[src/rtl/audio_pkg.sv]
// Shared types and constants for the audio record/playback transport path.
package audio_pkg;

  localparam int ADDR_W = 18;
  localparam logic [ADDR_W-1:0] ADDR_MAX = '1;
  localparam int SPEED_MIN = 1;

  typedef enum logic [1:0] {
    ST_IDLE = 2'd0,
    ST_REC  = 2'd1,
    ST_PLAY = 2'd2
  } state_e;

endpackage

[src/rtl/key_sync_edge.sv]
// Two-flop synchronizer followed by a registered rising-edge detector:
// one single-cycle pulse per key press, however long the key is held.
module key_sync_edge (
  input  logic AUD_BCLK,
  input  logic rst_n,
  input  logic key,
  output logic pulse
);

  logic sync_p0;
  logic sync_p1;
  logic prev_p2;

  always_ff @(posedge AUD_BCLK or negedge rst_n) begin
    if (!rst_n) begin
      sync_p0 <= 1'b0;
      sync_p1 <= 1'b0;
      prev_p2 <= 1'b0;
      pulse   <= 1'b0;
    end else begin
      // p0/p1: metastability settling; p2: previous level for edge detect
      sync_p0 <= key;
      sync_p1 <= sync_p0;
      prev_p2 <= sync_p1;
      pulse   <= sync_p1 & ~prev_p2;
    end
  end

endmodule

[src/rtl/audio_transport_ctrl.sv]
// Record/play/idle transport FSM driving the codec control word, with
// recording-length tracking and a saturating playback speed register.
module audio_transport_ctrl
  import audio_pkg::*;
#(
  parameter int ADDR_W    = audio_pkg::ADDR_W,
  parameter int SPEED_MAX = 8
) (
  input  logic              AUD_BCLK,
  input  logic              rst_n,
  input  logic              key_record,
  input  logic              key_play,
  input  logic              key_stop,
  input  logic              key_up,
  input  logic              key_down,
  input  logic [ADDR_W-1:0] address,
  output logic              stop,
  output logic              record,
  output logic              fast,
  output logic [3:0]        rate,
  output logic [ADDR_W-1:0] rec_len,
  output logic [1:0]        state
);

  logic p_record, p_play, p_stop, p_up, p_down;

  key_sync_edge u_key_record (.AUD_BCLK(AUD_BCLK), .rst_n(rst_n), .key(key_record), .pulse(p_record));
  key_sync_edge u_key_play   (.AUD_BCLK(AUD_BCLK), .rst_n(rst_n), .key(key_play),   .pulse(p_play));
  key_sync_edge u_key_stop   (.AUD_BCLK(AUD_BCLK), .rst_n(rst_n), .key(key_stop),   .pulse(p_stop));
  key_sync_edge u_key_up     (.AUD_BCLK(AUD_BCLK), .rst_n(rst_n), .key(key_up),     .pulse(p_up));
  key_sync_edge u_key_down   (.AUD_BCLK(AUD_BCLK), .rst_n(rst_n), .key(key_down),   .pulse(p_down));

  state_e            state_q, state_d;
  logic [3:0]        spd_q, spd_d;
  logic [ADDR_W-1:0] rec_len_d;

  // Saturating speed step; simultaneous up and down cancel out.
  function automatic logic [3:0] spd_step(input logic [3:0] cur, input logic up, input logic dn);
    logic [3:0] nxt;
    nxt = cur;
    if (up && !dn && int'(cur) < SPEED_MAX) begin
      nxt = cur + 4'd1;
    end else if (dn && !up && int'(cur) > SPEED_MIN) begin
      nxt = cur - 4'd1;
    end
    return nxt;
  endfunction

  always_comb begin
    state_d   = state_q;
    rec_len_d = rec_len;
    spd_d     = spd_step(spd_q, p_up, p_down);
    unique case (state_q)
      ST_IDLE: begin
        if (p_stop) begin
          state_d = ST_IDLE;
        end else if (p_record) begin
          state_d = ST_REC;
        end else if (p_play && rec_len != '0) begin
          state_d = ST_PLAY;
        end
      end
      ST_REC: begin
        // On memory full the address is all-ones, so capturing it covers both exits.
        if (p_stop || address == '1) begin
          state_d   = ST_IDLE;
          rec_len_d = address;
        end
      end
      ST_PLAY: begin
        if (p_stop || address >= rec_len) begin
          state_d = ST_IDLE;
        end
      end
      default: state_d = ST_IDLE;
    endcase
  end

  always_ff @(posedge AUD_BCLK or negedge rst_n) begin
    if (!rst_n) begin
      state_q <= ST_IDLE;
      spd_q   <= 4'(SPEED_MIN);
      rec_len <= '0;
      stop    <= 1'b1;
      record  <= 1'b0;
      fast    <= 1'b0;
      rate    <= 4'(SPEED_MIN);
    end else begin
      state_q <= state_d;
      spd_q   <= spd_d;
      rec_len <= rec_len_d;
      // Control word is registered from next-state so it lines up with state.
      stop    <= (state_d == ST_IDLE);
      record  <= (state_d == ST_REC);
      fast    <= (state_d != ST_REC) && (int'(spd_d) > SPEED_MIN);
      rate    <= (state_d == ST_REC) ? 4'(SPEED_MIN) : spd_d;
    end
  end

  assign state = state_q;

endmodule

[config.mk]
export PLATFORM = sky130hd
export DESIGN_NAME = audio_transport_ctrl
export DESIGN_NICKNAME = d
export VERILOG_FILES = /design/src/rtl/audio_pkg.sv /design/src/rtl/key_sync_edge.sv /design/src/rtl/audio_transport_ctrl.sv
export SDC_FILE = /design/constraint.sdc
export NUM_CORES = 1
export LEC_CHECK = 0
export BUFFER_PORTS_ARGS = -buffer_cell sky130_fd_sc_hd__clkbuf_2
export CAP_MARGIN = 15
export CORE_MARGIN = 2
export CORE_UTILIZATION = 54
export DETAILED_ROUTE_END_ITERATION = 16
export PLACE_DENSITY = 0.86
export SYNTH_ARGS = -nofsm -noshare
export SYNTH_HDL_FRONTEND = slang
export SYNTH_SLANG_ARGS = --single-unit
[constraint.sdc]
create_clock -name AUD_BCLK -period 2.2 [get_ports AUD_BCLK]
set_clock_uncertainty 0.05 [all_clocks]
set_input_delay 0.33 -clock AUD_BCLK [delete_from_list [all_inputs] [get_ports AUD_BCLK]]
set_output_delay 0.33 -clock AUD_BCLK [all_outputs]
set_load 0.03 [all_outputs]
# After elaboration in Yosys (flattened, before gate mapping)
# Cells that the tools add are included.
[word_totals]
latchBits = 0
elab_cells = 71
ff_bits = 51
rom_bits = 0
ramBits = 0
mem_count = 0
inputBits = 25
[classes]
n_bitwise = 10
multipliers = 0
reduce_logical = 14
n_addsub = 2
n_div = 0
n_mux = 9
eq_ne = 5
magnitude_cmp = 4
shift = 0
[ops]
columns = ["op", "count"]
rows = [
  ["18-bit equality test, second input constant", 1],
  ["18-bit greater-or-equal comparator", 1],
  ["18-bit nonzero test", 1],
  ["4-bit 2-to-1 mux", 3],
  ["2-bit 2-to-1 mux", 5],
  ["4-bit by 1-bit > comparator with 1-bit output, second input constant", 2],
  ["1-bit logical AND", 6],
  ["2-bit case mux with 3 select lines", 1],
  ["1-bit AND", 5],
  ["1-bit NOT", 5],
  ["4-bit by 1-bit adder with 4-bit output, second input constant", 1],
  ["2-bit by 1-bit equality test with 1-bit output, second input constant", 2],
  ["2-bit logical NOT", 2],
  ["4-bit < comparator, second input constant", 1],
  ["4-bit by 1-bit subtractor with 4-bit output, second input constant", 1],
  ["2-bit equality test, second input constant", 1],
  ["1-bit logical NOT", 2],
  ["1-bit logical OR", 2],
  ["2-bit by 1-bit inequality test with 1-bit output, second input constant", 1],
  ["2-bit AND reduction", 1],
]

# Longest topological paths before layout
# Gate-level depths: netlist (run 1).
[depth]
word_depth = 8
depth_mapped = 7

# By module
# A second synthesis (run 1) with hierarchy kept.
[unflattened]
hier_cells = 195
hier_area_um2 = 2473.6
[by_module_without_submodules]
columns = ["module", "area_per_inst_um2", "cells_per_inst", "n_inst"]
rows = [
  ["audio_transport_ctrl", 1904.3, 170, 1],
  ["key_sync_edge", 113.9, 5, 5],
]

# Least setup slack after synthesis (run 1)
# Ideal clock, no wire load.
[synth_path]
path_type = "register to register"
start = "register rec_len[7]"
end = "register state_q[1], in the netlist state[1]"
path_slack_ns = 0.189
setup_time_ns = 0.065
arrival_time_ns = 1.896
path_buffers = 0
stages_incl_launch_ff = 8
synth_period_minus_slack_ns = 2.011
cell_sequence = "dfrtp_1 -> inv_1 -> ha_1 -> a211oi_1 -> nor2_1 -> or3_1 -> nor4_1 -> or2_1"
[synth_between]
elab_chain_cells = 6
word_cells_on_any_way = 9
cone_classes = "order compare: 1; mux: 5; reduce/logical: 3"
[synth_rtl]
columns = ["item", "line", "source"]
rows = [
  ["start, declared", "audio_transport_ctrl.sv:21", "output logic [ADDR_W-1:0] rec_len,"],
  ["start signal, assigned", "audio_transport_ctrl.sv:91", "rec_len <= rec_len_d;"],
  ["branches (longest 5 deep; another with 18-bit greater-or-equal comparator)", "--", ""],
  ["2-bit case mux with 3 select lines *", "audio_transport_ctrl.sv:53", "unique case (state_q)"],
  ["via state_d[1]", "audio_transport_ctrl.sv:33", "state_e state_q, state_d;"],
  ["end signal, assigned", "audio_transport_ctrl.sv:89", "state_q <= state_d;"],
  ["end, declared", "audio_transport_ctrl.sv:33", ""],
]
# Mark *: on every way through the listed nets, which the timed path passes.
# A chain may end at the register's enable or synchronous reset.

# Final worst setup path (run 1)
[layout_path]
start = "register spd_q[0]"
end = "register fast"
[layout_between]
elab_chain_cells = 6
word_cells_on_any_way = 10
cone_classes = "add/sub: 2; order compare: 3; mux: 2; reduce/logical: 3"
[layout_rtl]
columns = ["item", "line", "source"]
rows = [
  ["start, declared", "audio_transport_ctrl.sv:34", "logic [3:0] spd_q, spd_d;"],
  ["start signal, assigned", "audio_transport_ctrl.sv:82", "spd_q <= 4'(SPEED_MIN);"],
  ["start signal, assigned", "audio_transport_ctrl.sv:90", "spd_q <= spd_d;"],
  ["4-bit by 1-bit > comparator with 1-bit output", "audio_transport_ctrl.sv:43", "end else if (dn && !up && int'(cur) > SPEED_MIN) begin"],
  ["1-bit logical AND", "audio_transport_ctrl.sv:43", ""],
  ["4-bit 2-to-1 mux", "audio_transport_ctrl.sv:43", ""],
  ["4-bit 2-to-1 mux *", "audio_transport_ctrl.sv:41", "if (up && !dn && int'(cur) < SPEED_MAX) begin"],
  ["4-bit by 1-bit > comparator with 1-bit output *", "audio_transport_ctrl.sv:95", "fast <= (state_d != ST_REC) && (int'(spd_d) > SPEED_MIN);"],
  ["1-bit logical AND *", "audio_transport_ctrl.sv:95", ""],
  ["end signal, assigned", "audio_transport_ctrl.sv:95", ""],
  ["end, declared", "audio_transport_ctrl.sv:19", "output logic fast,"],
]
# Every way passes the cells marked *; elsewhere a longest branch is shown, timed or not.

==> impl_metrics.tcl, run 1 <==
set metrics [dict create \
    cts_tree "yes" \
    p_per_area_nw_per_um2 1350 \
    period_share_pct 91.7 \
    detail-route-antenna-nets 0 \
    hold_viol_final 0 \
    grt_pass1_wl_mm 8.01 \
    swShare_pct 43.7 \
    gp_congestion 0.821 \
    final_cell_mix "51 x clkbuf_2, 48 x dfrtp_1, 27 x inv_1" \
    r2r.worst_path.cells 6 \
    antenna_found_initial 0 \
    critPathArrivalTime_ns 2.15 \
    async_flop_share_pct 100 \
    p_comb_share_pct 46.3 \
    die_y_um 70.6 \
    post_cts_buffers 0 \
    worst-slew-pin-transition_ns 0.696 \
    globalRouteOverflowTotal 0 \
    hold_slack_ns 0.0783 \
    mostFrequentLayoutCell "clkbuf_2" \
    drt-initial-drc-count 127 \
    yosysSeqAreaShare_pct 53.4 \
    rsz0062_at_grt "false" \
    synth_edf_count 0 \
    regArea_um2 1280 \
    first_pass_iters 4 \
    maxCapViolations 0 \
    fmax_mhz 496 \
    drc 0 \
    n_fill_cell 341 \
    ys_ff_latch 51 \
    grt_max_degree 31 \
    cp_max_fo 6 \
    avgSynthCellArea_um2 12.6 \
    clk_pin_slew_ns 0.09 \
    ios 52 \
    fin_setup_tns_ns 0 \
    rows 24 \
    h-tree-depth 2 \
    wl_per_cell_um 15.7 \
    hp-class "primary input to flop" \
    grt_pass1_vias 1726 \
    syn_inst 191 \
    start_util_pct 55.4 \
    syn-num-nets 237 \
    diodes 0 \
    drive_above_1_share_pct 35.7 \
    worstPathRequired_ns 2.33 \
    io_buffers 51 \
    yosys_warnings 0 \
    syn2layout_area_growth_pct 18.3 \
    peakVddDrop_mv 0.817 \
    die_x_um 70.6 \
    synth_cell_types 40 \
    power_leakage_nw 1.43 \
    p_int_mw 2.16 \
    cts_root_buffer "clkbuf_8" \
    core_um2 4320 \
    multiInputGateArea_um2 990 \
    worst_setup_path_end_kind "flop" \
    nNetsFinal 297 \
    clk_latency_ns 0.30 \
    cts.sinks 51 \
    slew-limit-headroom_pct 52.4 \
    via_per_inst 5.59 \
    track_usage_pct 20.9 \
    clk_path_buf_depth 2 \
    ys.flop_type "dfrtp_1" \
    setup_viol 0 \
    p_clk_share_pct 13.6 \
    dieArea_um2 4990 \
    startpoint_type "flop" \
    crit_type "flop to flop" \
    maxSlewViolCount 0 \
    cts_buffers 5 \
    seqPwrFrac_pct 40.2 \
    switchingPower_mw 1.68 \
    num_vias 1698 \
    wirelength_mm 4.77 \
    post-dp-hpwl_mm 3.71 \
    run_status "finished, final reports clean" \
    min_path_cells 1 \
    period_minus_slack_ns 2.02 \
    syn_area_um2 2400 \
]
[area by class of cell]
type                            count  area share, %
Multi-Input combinational cell    111           34.9
Inverter                           27           3.57
Clock buffer                        5           2.43
Clock inverter                      3          0.662
Timing Repair Buffer               55           11.0
Tap cell                           52           2.29
Sequential cell                    51           45.1
[metal layers]
layer	vias up	share of wire, %	track usage [%]
met5	-	0	0
li1	800	-	-
met3	13	4.5	4.70
met4	0	3.4	10.3
met1	829	41	24.9
met2	56	51	35.7
[cell usage after synthesis (2+ instances only)]
cell / count / area [um^2]
nand4_1: 8 / 50.1
nor3_1: 3 / 15.0
or3_1: 2 / 12.5
nand3_1: 2 / 10.0
nor4_1: 5 / 31.3
mux2_2: 8 / 90.1
o21ai_0: 3 / 15.0
dfrtp_1: 48 / 1200
inv_1: 27 / 101
mux2_4: 10 / 150
a21oi_1: 5 / 25.0
o31ai_1: 2 / 15.0
a211oi_1: 4 / 30.0
a31oi_1: 2 / 12.5
ha_1: 21 / 263
nand2b_1: 2 / 12.5
nor2b_1: 5 / 31.3
dfstp_2: 3 / 78.8
nand2_1: 2 / 7.51
nor2_1: 9 / 33.8
[logic make-up after synthesis]
family	count (synthesis)	synth area share, %
flip-flops	51	53.4
AND/OR/NAND/NOR	46	11.7
buffers and inverters	29	5.53
AO/OA/AOI/OAI	24	7.67
adder cells (fa/ha/maj)	21	11.0
multiplexers	18	10.0
XOR/XNOR	2	0.731
[worst max-delay path: stages (launching register included)]
cell	delay [ns]
dfstp_2	0.60
ha_1	0.16
nor2_1	0.05
o311ai_2	0.42
a2bb2oi_1	0.23
xor2_1	0.27
a31oi_1	0.12
[power by group through the flow]
stage / sequential (mW) / combinational (mW) / clock, mW
6_report: 1.54 / 1.78 / 0.521
5_1_grt: 1.59 / 1.93 / 0.582
4_1_cts: 1.54 / 1.77 / 0.540
3_5_place_dp: 1.55 / 1.76 / 0
3_3_place_gp: 1.53 / 1.69 / 0
2_1_floorplan: 1.97 / 0.782 / 0
[timing repair]
action / 4_1_cts / 5_1_grt
resized for setup: 0 / 1
hold endpoints to repair: 18 / 0
hold buffers: 1 / 0
endpoints found under the setup margin: 0 / 1
[final timing paths]
kind	start	to	slack, ns
min	key_play	u_key_play.sync_p0$_DFF_PN0_	0.08
min in group asynchronous	rst_n	rec_len[3]$_DFFE_PN0P_	0.50
max in group asynchronous	rst_n	u_key_down.prev_p2$_DFF_PN0_	1.05
max	spd_q[0]$_DFF_PN1_	fast$_DFF_PN0_	0.18
max reg2reg	spd_q[0]$_DFF_PN1_	fast$_DFF_PN0_	0.18
min reg2reg	u_key_play.sync_p0$_DFF_PN0_	u_key_play.sync_p1$_DFF_PN0_	0.30
[metrics by stage]
stage / std cells / utilization [%] / instance area (um^2) / worst slack, ns / total power [mW]
2_1_floorplan: 191 / - / 2400 / 0.189 / 2.75
3_3_place_gp: 295 / 63.2 / 2730 / 0.216 / 3.22
3_5_place_dp: 295 / 63.2 / 2730 / 0.150 / 3.31
4_1_cts: 304 / 65.5 / 2830 / 0.137 / 3.85
5_1_grt: 304 / 65.6 / 2840 / 0.00938 / 4.10
6_report: 304 / 65.6 / 2840 / 0.182 / 3.84
[state kept, by name, summed over array words and instances, names as in the netlist, 2 cells and up]
| register | cells |
|---|---|
| spd_q | 4 |
| rate | 4 |
| rec_len | 18 |
| state | 2 |
No activity file was read; power rests on OpenSTA's default activity.
==> run 2: changes to the inputs <==
--- a/config.mk
+++ b/config.mk
@@ -11,6 +11,7 @@
 export CORE_UTILIZATION = 54
 export DETAILED_ROUTE_END_ITERATION = 16
 export PLACE_DENSITY = 0.86
+export RECOVER_POWER = 100
 export SYNTH_ARGS = -nofsm -noshare
 export SYNTH_HDL_FRONTEND = slang
 export SYNTH_SLANG_ARGS = --single-unit
==> impl_metrics.tcl, run 2 (synthesis results as in run 1) <==
set metrics [dict create \
    power_leakage_nw 1.30 \
    hold_viol_final 0 \
    cp.buffers_inverters 0 \
    syn2layout_area_growth_pct 14.8 \
    crit_family "compound AO/OA/AOI/OAI gates" \
    min_path_cells 1 \
    peakVddDrop_mv 0.809 \
    r2r.worst_path.cells 6 \
    wl_per_cell_um 15.8 \
    track_usage_pct 20.9 \
    ff2ff_setup_slack_ns 0.18 \
    grt_max_degree 31 \
    hp-class "primary input to flop" \
    min_to "u_key_play.sync_p0$_DFF_PN0_" \
    drt-initial-drc-count 105 \
    clk_path_buf_depth 2 \
    run_status "finished, final reports clean" \
    hold_slack_ns 0.0775 \
    cts_tree "yes" \
    drc 0 \
    crit_path_cell_trace "ha_1 -> nor2_1 -> o311ai_2 -> a2bb2oi_1 -> xor2_1 -> a31oi_1" \
    crit_type "flop to flop" \
    grt_pass1_vias 1726 \
    via_per_inst 5.57 \
    min_from "key_play" \
    startpoint_type "flop" \
    nNetsFinal 297 \
    period_minus_slack_ns 2.02 \
    first_pass_iters 4 \
    regMostFlops "rec_len" \
    diodes 0 \
    setup_viol 0 \
    p_clk_share_pct 14.1 \
    largest_reg_flops 18 \
    detail-route-antenna-nets 0 \
    fin_setup_tns_ns 0 \
    io_buffers 51 \
    worst-slew-pin-transition_ns 1.26 \
    gp_congestion 0.821 \
    h-tree-depth 2 \
    swShare_pct 45.2 \
    rows 24 \
    fmax_mhz 496 \
    placed_area_um2 2730 \
    slew-limit-headroom_pct 15.8 \
    maxCapViolations 0 \
    period_share_pct 91.6 \
    antenna_found_initial 0 \
    n_fill_cell 365 \
    maxSlewViolCount 0 \
    switchingPower_mw 1.67 \
    critical_path.max_stage_delay_ns 0.60 \
    cp_max_fo 6 \
    critPathLaunch "spd_q[0]$_DFF_PN1_" \
    cts.sinks 51 \
    start_util_pct 55.4 \
    dieArea_um2 4990 \
    p_int_mw 2.03 \
    post-dp-hpwl_mm 3.71 \
    cts_root_buffer "clkbuf_8" \
    rsz0062_at_grt "false" \
    grt_pass1_wl_mm 8.01 \
    cp_slowest_cell "dfstp_2" \
    p_comb_share_pct 44.4 \
    r2r_end "fast$_DFF_PN0_" \
    die_x_um 70.6 \
    wirelength_mm 4.80 \
    clk_latency_ns 0.30 \
    reg_top3 "rec_len x18, rate x4, spd_q x4" \
    ios 52 \
    worst_setup_path_end_kind "flop" \
    worstPathRequired_ns 2.33 \
    num_vias 1694 \
    fin_area_um2 2750 \
    critPathArrivalTime_ns 2.14 \
    globalRouteOverflowTotal 0 \
    drive_above_1_share_pct 20.2 \
    final_cell_mix "48 x dfrtp_1, 29 x clkbuf_1, 27 x inv_1" \
    p_per_area_nw_per_um2 1350 \
    seqPwrFrac_pct 41.4 \
    clk_pin_slew_ns 0.09 \
    core_um2 4320 \
    cts_buffers 5 \
    die_y_um 70.6 \
    r2r_start "spd_q[0]$_DFF_PN1_" \
    mostFrequentLayoutCell "dfrtp_1" \
]
-- run 2: layout make-up --
type | count | area, um^2 | share of cell area, %
timing repair buffer | 55 | 277 | 10.1
clock inverter | 3 | 18.8 | 0.682
multi-input combinational | 111 | 941 | 34.2
tap | 52 | 65.1 | 2.36
clock buffer | 5 | 68.8 | 2.50
sequential | 51 | 1280 | 46.5
inverter | 27 | 101 | 3.68
-- run 2: worst max-delay path by stage --
stage / to / depth (start not counted) / slack [ns]
after floorplan: state[1]$_DFF_PN0_ / 7 / 0.19
after global placement: fast$_DFF_PN0_ / 7 / 0.22
after detailed placement: fast$_DFF_PN0_ / 7 / 0.15
after CTS: fast$_DFF_PN0_ / 7 / 0.14
after global routing: fast$_DFF_PN0_ / 7 / 0.01
final: fast$_DFF_PN0_ / 6 / 0.18
-- run 2: metrics by stage --
step           cells  total power [mW]  utilization (%)  setup slack [ns]
3_3_place_gp     295              3.22             63.2             0.216
3_5_place_dp     295              3.31             63.2             0.150
5_1_grt          304              3.97             63.6            0.0141
2_1_floorplan    191              2.75                -             0.189
4_1_cts          304              3.85             65.5             0.137
6_report         304              3.71             63.6             0.184
-- run 2: routing by layer --
metal	vias up	wire [um]	track usage [%]
li1	801	-	-
met1	820	1980	24.9
met2	59	2410	35.7
met3	14	242	4.70
met4	0	167	10.3
met5	-	0	0
-- run 2: power groups by stage --
stage / combinational, mW / clock (mW) / sequential [mW]
floorplan: 0.782 / 0 / 1.97
global placement: 1.69 / 0 / 1.53
detailed placement: 1.76 / 0 / 1.55
CTS: 1.77 / 0.540 / 1.54
global route: 1.81 / 0.582 / 1.58
finish: 1.65 / 0.524 / 1.54
-- run 2: what timing repair did --
action,in CTS,in global routing
hold buffers,1,0
hold endpoints to repair,18,0
setup buffers,0,0
endpoints found under the setup margin,0,1
resized for setup,0,1
